$ cat src/rtl/muldiv_ctrl.sv
// HI/LO sequencing controller for the shared multiply/divide datapath.
// Optional feature: define MULDIV_DIVZERO_EN to short-circuit divide-by-zero.
module muldiv_ctrl #(
    parameter int MUL_LAT = 4,
    parameter int DIV_LAT = 32,
    parameter int CNT_W   = 6
) (
    input  logic        clk,
    input  logic        reset,
    input  logic        start,
    input  logic [1:0]  op,
    input  logic [31:0] a,
    input  logic [31:0] b,
    input  logic        mthi,
    input  logic        mtlo,
    input  logic [31:0] wdata,
    input  logic        mfhi,
    input  logic        mflo,
    input  logic        flush,
    output logic [31:0] rdata,
    output logic        busy,
    output logic        stall,
    output logic        done,
    output logic        div0,
    output logic [31:0] md_a,
    output logic [31:0] md_b,
    output logic [1:0]  md_op,
    input  logic [31:0] md_hi,
    input  logic [31:0] md_lo
);

    typedef enum logic {IDLE, RUN} state_t;

    localparam logic [CNT_W-1:0] MUL_CNT = CNT_W'(MUL_LAT - 1);
    localparam logic [CNT_W-1:0] DIV_CNT = CNT_W'(DIV_LAT - 1);

    state_t           state;
    logic [31:0]      hi;
    logic [31:0]      lo;
    logic [31:0]      op_a;
    logic [31:0]      op_b;
    logic [1:0]       op_r;
    logic [CNT_W-1:0] cnt;

    always_ff @(posedge clk or posedge reset) begin
        if (reset) begin
            state <= IDLE;
            hi    <= 32'd0;
            lo    <= 32'd0;
            op_a  <= 32'd0;
            op_b  <= 32'd0;
            op_r  <= 2'b00;
            cnt   <= '0;
            done  <= 1'b0;
            div0  <= 1'b0;
        end else begin
            done <= 1'b0;
            div0 <= 1'b0;
            case (state)
                IDLE: begin
                    // A start takes the cycle; any MTHI/MTLO alongside it is dropped.
                    if (start && !flush) begin
                        op_a <= a;
                        op_b <= b;
                        op_r <= op;
`ifdef MULDIV_DIVZERO_EN
                        if (op[1] && (b == 32'd0)) begin
                            hi   <= a;
                            lo   <= 32'hFFFF_FFFF;
                            done <= 1'b1;
                            div0 <= 1'b1;
                        end else begin
                            cnt   <= op[1] ? DIV_CNT : MUL_CNT;
                            state <= RUN;
                        end
`else
                        cnt   <= op[1] ? DIV_CNT : MUL_CNT;
                        state <= RUN;
`endif
                    end else begin
                        if (mthi) hi <= wdata;
                        if (mtlo) lo <= wdata;
                    end
                end
                RUN: begin
                    // Squash wins over a commit landing in the same cycle.
                    if (flush) begin
                        state <= IDLE;
                    end else if (cnt != '0) begin
                        cnt <= cnt - 1'b1;
                    end else begin
                        hi    <= md_hi;
                        lo    <= md_lo;
                        done  <= 1'b1;
                        state <= IDLE;
                    end
                end
                default: state <= IDLE;
            endcase
        end
    end

    assign md_a  = op_a;
    assign md_b  = op_b;
    assign md_op = op_r;

    assign busy  = (state == RUN);
    assign stall = busy & (start | mthi | mtlo | mfhi | mflo);
    assign rdata = mfhi ? hi : (mflo ? lo : 32'd0);

endmodule

$ cat config.mk
export PLATFORM = sky130hd
export DESIGN_NAME = muldiv_ctrl
export DESIGN_NICKNAME = d
export VERILOG_FILES = /design/src/rtl/muldiv_ctrl.sv
export SDC_FILE = /design/constraint.sdc
export NUM_CORES = 1
export LEC_CHECK = 0
export CORE_AREA = 2 2 127 129
export DETAILED_ROUTE_END_ITERATION = 8
export DIE_AREA = 0 0 129 131
export HOLD_SLACK_MARGIN = 0.02
export PLACE_DENSITY = 0.91
export SLEW_MARGIN = 20
export SYNTH_ARGS = -nofsm -noshare
export SYNTH_HDL_FRONTEND = slang
export SYNTH_SLANG_ARGS = --single-unit
$ cat constraint.sdc
create_clock -name clk -period 5.5 [get_ports clk]
set_input_delay 1.1 -clock clk [delete_from_list [all_inputs] [get_ports clk]]
set_output_delay 1.1 -clock clk [all_outputs]
set_load 0.05 [all_outputs]
After elaboration in Yosys (flattened, before gate mapping)

Cells that the tools add are included.

Register bits: 138
Input bits: 170
Output and inout bits: 102
Word-level logic and storage cells: 53

$add $sub $neg: 1
Eq/ne operators: 7
Muxes and demuxes: 24
Bitwise logic cells: 6
Reductions and logical operators: 7

Operators by type and width:

| kind                                                   | count |
|---|---|
| 2-to-1 mux 32 bit                                      | 10 |
| case mux 32 bit (2 select lines)                       | 2 |
| 2-to-1 mux 6 bit                                       | 3 |
| inequality test 2 bit (second input constant)          | 6 |
| case mux 6 bit (2 select lines)                        | 1 |
| AND reduction 4 bit                                    | 2 |
| 2-to-1 mux 1 bit                                       | 6 |
| nonzero test 6 bit                                     | 1 |
| subtractor 6 x 1 -> 6 bit (second input constant)      | 1 |
| 2-to-1 mux 5 bit                                       | 1 |
| bitwise OR 1 bit                                       | 4 |
| AND reduction 3 bit                                    | 1 |
| inequality test 2 x 1 -> 1 bit (second input constant) | 1 |
| case mux 1 bit (2 select lines)                        | 1 |
| AND reduction 2 bit                                    | 1 |
| AND 1 bit                                              | 1 |
| logical AND 1 bit                                      | 1 |
| logical NOT 1 bit                                      | 1 |
| inverter 1 bit                                         | 1 |

Depth between registers and ports, before layout

Word-level depth: 5
Mapped depth: 6
Gate-level depth less buffers: 5

Worst setup path before layout

Ideal clock, no wire load.

Path type: register to output
From: register state (netlist: busy)
To: output stall
Arrival time: 2.655 ns
Required time: 4.400 ns
Path slack: 1.745 ns
Stages on the path, launching flop included: 5
Path buffers: 3
Cell sequence: dfrtp_1 -> buf_2 -> clkbuf_1 -> clkbuf_1 -> a21boi_0

Word-level cells in the longest chain between the ends: 1

RTL lines:

| item                   | line | RTL |
|---|---|---|
| start, declared        | 37   | `state_t state;` |
| start signal, assigned | 47   | `state <= IDLE;` |
| start signal, assigned | 78   | `state <= RUN;` |
| start signal, assigned | 88   | `state <= IDLE;` |
| AND 1 bit              | 108  | `assign stall = busy & (start \| mthi \| mtlo \| mfhi \| mflo);` |
| end, declared          | 22   | `output logic stall,` |

No other way between the ends.

Worst setup path in the final report

From: input mflo
To: output rdata[23]

Word-level cells in the longest chain between the ends: 2

RTL lines:

| item                            | line | RTL |
|---|---|---|
| start, declared                 | 18   | `input logic mflo,` |
| 2-to-1 mux 32 bit (2 in series) | 109  | `assign rdata = mfhi ? hi : (mflo ? lo : 32'd0);` |
| end, declared                   | 20   | `output logic [31:0] rdata,` |

No other way between the ends.

==> report_table.html <==
<table>
<tr><th>Metric</th><th>Value</th></tr>
<tr><th colspan="2">STA</th></tr>
<tr><td>Clock period minus final worst setup slack</td><td>4.61 ns</td></tr>
<tr><td>Headroom to the max-slew limit</td><td>34.5%</td></tr>
<tr><td>Maximum operating frequency</td><td>0.217 GHz</td></tr>
<tr><td>Hold slack</td><td>0.503 ns</td></tr>
<tr><td>Unrepaired setup endpoints after global routing</td><td>false</td></tr>
<tr><td>Transition time at the pin with the least slew margin</td><td>0.981 ns</td></tr>
<tr><td>Number of endpoints with negative hold slack in the final report</td><td>0</td></tr>
<tr><td>Post-Route Skew</td><td>0.00816 ns</td></tr>
<tr><td>Post-layout worst setup margin</td><td>0.887 ns</td></tr>
<tr><td>Setup TNS</td><td>0 ns</td></tr>
<tr><td>Final clock period utilization by the worst path</td><td>83.9%</td></tr>
<tr><td>Pins Over Slew Limit</td><td>0</td></tr>
<tr><td>Setup violations, final</td><td>0</td></tr>
<tr><th colspan="2">Synth</th></tr>
<tr><td>Syn_nets</td><td>770</td></tr>
<tr><td>Number of instances in the synthesized netlist</td><td>598</td></tr>
<tr><td>Post-synthesis instance area</td><td>6670 µm²</td></tr>
<tr><td>Number of warning messages in the yosys log</td><td>0</td></tr>
<tr><td>Synthesized area per cell</td><td>11.2 µm²</td></tr>
<tr><td>Proportion of register bits with asynchronous set or reset after synthesis</td><td>100%</td></tr>
<tr><td>Post-synthesis sequential element count</td><td>138</td></tr>
<tr><td>Portion of the post-synthesis area used by sequential elements</td><td>51.7%</td></tr>
<tr><td>Top_reg_cell synth</td><td>sky130_fd_sc_hd__dfrtp_1</td></tr>
<tr><td>Number of flops mapped to enable cells by yosys</td><td>0</td></tr>
<tr><td>Synth cell types</td><td>39</td></tr>
<tr><th colspan="2">Power</th></tr>
<tr><td>Sequential share of power</td><td>35.5%</td></tr>
<tr><td>Combinational group share of total power</td><td>35.6%</td></tr>
<tr><td>Clk network pwr share</td><td>28.9%</td></tr>
<tr><td>Maximum resistive drop on vdd</td><td>0.331 mV</td></tr>
<tr><td>Sw Ratio</td><td>36.3%</td></tr>
<tr><td>Leakage dissipation</td><td>4.29 nW</td></tr>
<tr><td>Power Dens Cells</td><td>390 nW/µm²</td></tr>
<tr><td>Internal power component</td><td>2.48 mW</td></tr>
<tr><td>Power dissipated by switching net loads</td><td>1.41 mW</td></tr>
<tr><th colspan="2">CTS</th></tr>
<tr><td>H-tree Lvls</td><td>4</td></tr>
<tr><td># Post-CTS Setup Buffers</td><td>0</td></tr>
<tr><td>Number of buffers inserted by hold repair at cts</td><td>0</td></tr>
<tr><td>TritonCTS clock tree</td><td>done</td></tr>
<tr><td>CTS Root Buffer Type</td><td>sky130_fd_sc_hd__clkbuf_16</td></tr>
<tr><td>Clock latency on the worst-skew pair</td><td>0.41 ns</td></tr>
<tr><td>CTS sink cnt</td><td>138</td></tr>
<tr><td>Maximum count of clock buffers along a single path</td><td>2</td></tr>
<tr><td>Inserted Clock Buffers</td><td>17</td></tr>
<tr><td>Post-CTS clock slew at the launch and capture registers of the worst setup and hold paths</td><td>0.06 ns</td></tr>
<tr><td>Number of cells upsized or downsized after cts</td><td>0</td></tr>
<tr><th colspan="2">Global route</th></tr>
<tr><td>Grt met3 use</td><td>5.05%</td></tr>
<tr><td>GRT Total Usage</td><td>22.1%</td></tr>
<tr><td>Pin count of the biggest net entering global routing</td><td>103</td></tr>
<tr><td>Wire length of the first global-routing pass</td><td>28600 µm</td></tr>
<tr><td>Total overflow reported by the global router</td><td>0</td></tr>
<tr><td>Number of global-route vias before repair</td><td>5418</td></tr>
<tr><td>Global-route met2 utilization</td><td>38.2%</td></tr>
<tr><td>GRT met1 Usage</td><td>26.6%</td></tr>
<tr><td>Busiest layer in global routing</td><td>met2</td></tr>
<tr><td>Initial antenna violation count</td><td>0</td></tr>
<tr><th colspan="2">Drt</th></tr>
<tr><td>Via count</td><td>5289</td></tr>
<tr><td>Remaining DRCs</td><td>0</td></tr>
<tr><td>Post-DRT Antenna Nets</td><td>0</td></tr>
<tr><td>Violation count after the first detailed-route iteration</td><td>219</td></tr>
<tr><td>Number of detailed-routing iterations run before antenna repair</td><td>4</td></tr>
<tr><td>Mean routed wirelength per cell</td><td>17.0 µm</td></tr>
<tr><td>DRT Wirelength</td><td>18400 µm</td></tr>
<tr><td>Vias per cell</td><td>4.88</td></tr>
<tr><th colspan="2">Layout</th></tr>
<tr><td>Util after Layout</td><td>64.0%</td></tr>
<tr><td>Area Growth Syn to Fin</td><td>49.5%</td></tr>
<tr><td>Commonest non-fill, non-tap cells in the layout</td><td>sky130_fd_sc_hd__clkdlybuf4s50_1, sky130_fd_sc_hd__dfrtp_1, sky130_fd_sc_hd__a21oi_1, sky130_fd_sc_hd__inv_1, sky130_fd_sc_hd__mux2_2</td></tr>
<tr><td>Fill cells</td><td>1230</td></tr>
<tr><td>Fin cells</td><td>1084</td></tr>
<tr><td>Share of layout cells above drive strength 1</td><td>14.5%</td></tr>
<tr><td>Post-layout net count</td><td>1028</td></tr>
<tr><td>Count of antenna diodes in the layout</td><td>0</td></tr>
<tr><td>Most common library cell in the layout ignoring fill and taps</td><td>sky130_fd_sc_hd__clkdlybuf4s50_1</td></tr>
<tr><th colspan="2">Setup path</th></tr>
<tr><td>Setup CP Type</td><td>in2out</td></tr>
<tr><td>CP Data Arrival Time</td><td>3.51 ns</td></tr>
<tr><td>Startpoint type of the worst setup path</td><td>input pin</td></tr>
<tr><td>Worst EP required</td><td>4.40 ns</td></tr>
<tr><td>Setup crit end kind</td><td>output port</td></tr>
<tr><td>Flop2flop setup slack</td><td>3.03 ns</td></tr>
<tr><td>Top fanout value on the critical path</td><td>17</td></tr>
<tr><th colspan="2">Die</th></tr>
<tr><td>Area of the placeable core</td><td>15600 µm²</td></tr>
<tr><td>Width of the die</td><td>129 µm</td></tr>
<tr><td>Area of the die</td><td>16900 µm²</td></tr>
<tr><td>Effective utilization at floorplan</td><td>42.8%</td></tr>
<tr><td>Die Ht</td><td>131 µm</td></tr>
<tr><td>Site row count</td><td>46</td></tr>
<tr><td>Number of top-level pins</td><td>272</td></tr>
<tr><th colspan="2">Place</th></tr>
<tr><td>Total of buffers placed on input and output ports</td><td>270</td></tr>
<tr><td>Placer congestion estimate</td><td>0.860</td></tr>
<tr><td>Inst Count DP</td><td>1053</td></tr>
<tr><td>Worst Setup Slack post-DPL</td><td>0.846 ns</td></tr>
<tr><td>Half-perimeter wire length after placement</td><td>13300 µm</td></tr>
<tr><th colspan="2">Status</th></tr>
<tr><td>Status</td><td>finished clean</td></tr>
<tr><th colspan="2">Flow run</th></tr>
<tr><td>Max-Cap Viols</td><td>0</td></tr>
<tr><th colspan="2">Hold path</th></tr>
<tr><td>Type of the tightest min-delay check</td><td>reg2reg</td></tr>
</table>
## synthesized netlist by cell type (2+ instances only)
library cell               instances  area share (%)
sky130_fd_sc_hd__a21oi_1          70             5.2
sky130_fd_sc_hd__a221o_1           2            0.30
sky130_fd_sc_hd__a22o_1           11             1.4
sky130_fd_sc_hd__a31oi_1           4            0.37
sky130_fd_sc_hd__buf_1             3            0.17
sky130_fd_sc_hd__buf_12            6             1.8
sky130_fd_sc_hd__buf_2             4            0.30
sky130_fd_sc_hd__buf_4             2            0.22
sky130_fd_sc_hd__buf_6             5            0.84
sky130_fd_sc_hd__clkbuf_1         19             1.1
sky130_fd_sc_hd__dfrtp_1         138              52
sky130_fd_sc_hd__ha_1              2            0.37
sky130_fd_sc_hd__inv_1            69             3.9
sky130_fd_sc_hd__mux2_2           66              11
sky130_fd_sc_hd__mux2i_1          64             9.6
sky130_fd_sc_hd__nand2_1          43             2.4
sky130_fd_sc_hd__nand2b_1          6            0.56
sky130_fd_sc_hd__nor2_1            2            0.11
sky130_fd_sc_hd__nor2b_1          35             3.3
sky130_fd_sc_hd__nor3_1            3            0.22
sky130_fd_sc_hd__nor4_1            3            0.28
sky130_fd_sc_hd__o21ai_0          21             1.6
sky130_fd_sc_hd__o32ai_1           2            0.26
sky130_fd_sc_hd__o32ai_4           2            0.82
sky130_fd_sc_hd__or3b_2            2            0.26
## final cells by class
class	count	area (µm²)	share of cell area, %
Clock buffer	21	460	4.62
Clock inverter	10	119	1.19
Inverter	69	264	2.65
Multi-Input combinational cell	352	2680	26.8
Sequential cell	138	3460	34.7
Tap cell	216	270	2.71
Timing Repair Buffer	278	2730	27.4
## stage by stage
stage	instance area, µm²	total power [mW]
after global placement	9400	2.76
final	9980	3.89
after floorplan	6670	2.28
after CTS	9980	3.94
after global routing	9980	4.08
after detailed placement	9400	2.79
## power by group through the flow
stage	logic, mW	clock network [mW]	registers, mW
5_1_grt	1.47	1.20	1.41
6_report	1.39	1.12	1.38
2_1_floorplan	0.575	0	1.71
4_1_cts	1.40	1.15	1.38
3_5_place_dp	1.39	0	1.40
3_3_place_gp	1.37	0	1.39
## worst max-delay path: stages
cell and delay, ns:
sky130_fd_sc_hd__clkdlybuf4s50_1 0.92, sky130_fd_sc_hd__buf_4 0.28, sky130_fd_sc_hd__nor2b_1 0.76, sky130_fd_sc_hd__a22o_1 0.25, sky130_fd_sc_hd__buf_4 0.20
## routing by layer
layer	vias up	wire length, µm
li1	2541	-
met1	2545	7440
met2	159	9550
met3	44	784
met4	0	635
met5	-	0
## flip-flops by register name (all words and copies together) (netlist names)
register  count
cnt           6
lo           32
done          1
md_b         32
md_op         2
md_a         32
hi           32
busy          1
## logic make-up (layout without fill, tap and decap cells)
group | after synthesis | count (layout) | synth area share (%)
AO/OA/AOI/OAI | 118 | 118 | 10.8
adder cells (fa/ha/maj) | 2 | 2 | 0.375
buffers and inverters | 108 | 378 | 8.29
flip-flops | 138 | 138 | 51.7
multiplexers | 130 | 130 | 20.7
other | 1 | 1 | 0.0562
AND/OR/NAND/NOR | 101 | 101 | 7.99
## worst paths after layout
path                          start         to  cells after the start
max in group asynchronous     reset     lo[24]                      3
max reg2reg                    busy   md_b[17]                      3
min in group asynchronous     reset   md_a[13]                      2
max                            mflo  rdata[23]                      5
min                        md_a[17]   md_a[17]                      1
min reg2reg                md_a[17]   md_a[17]                      1
No activity file was read; power rests on OpenSTA's default activity.
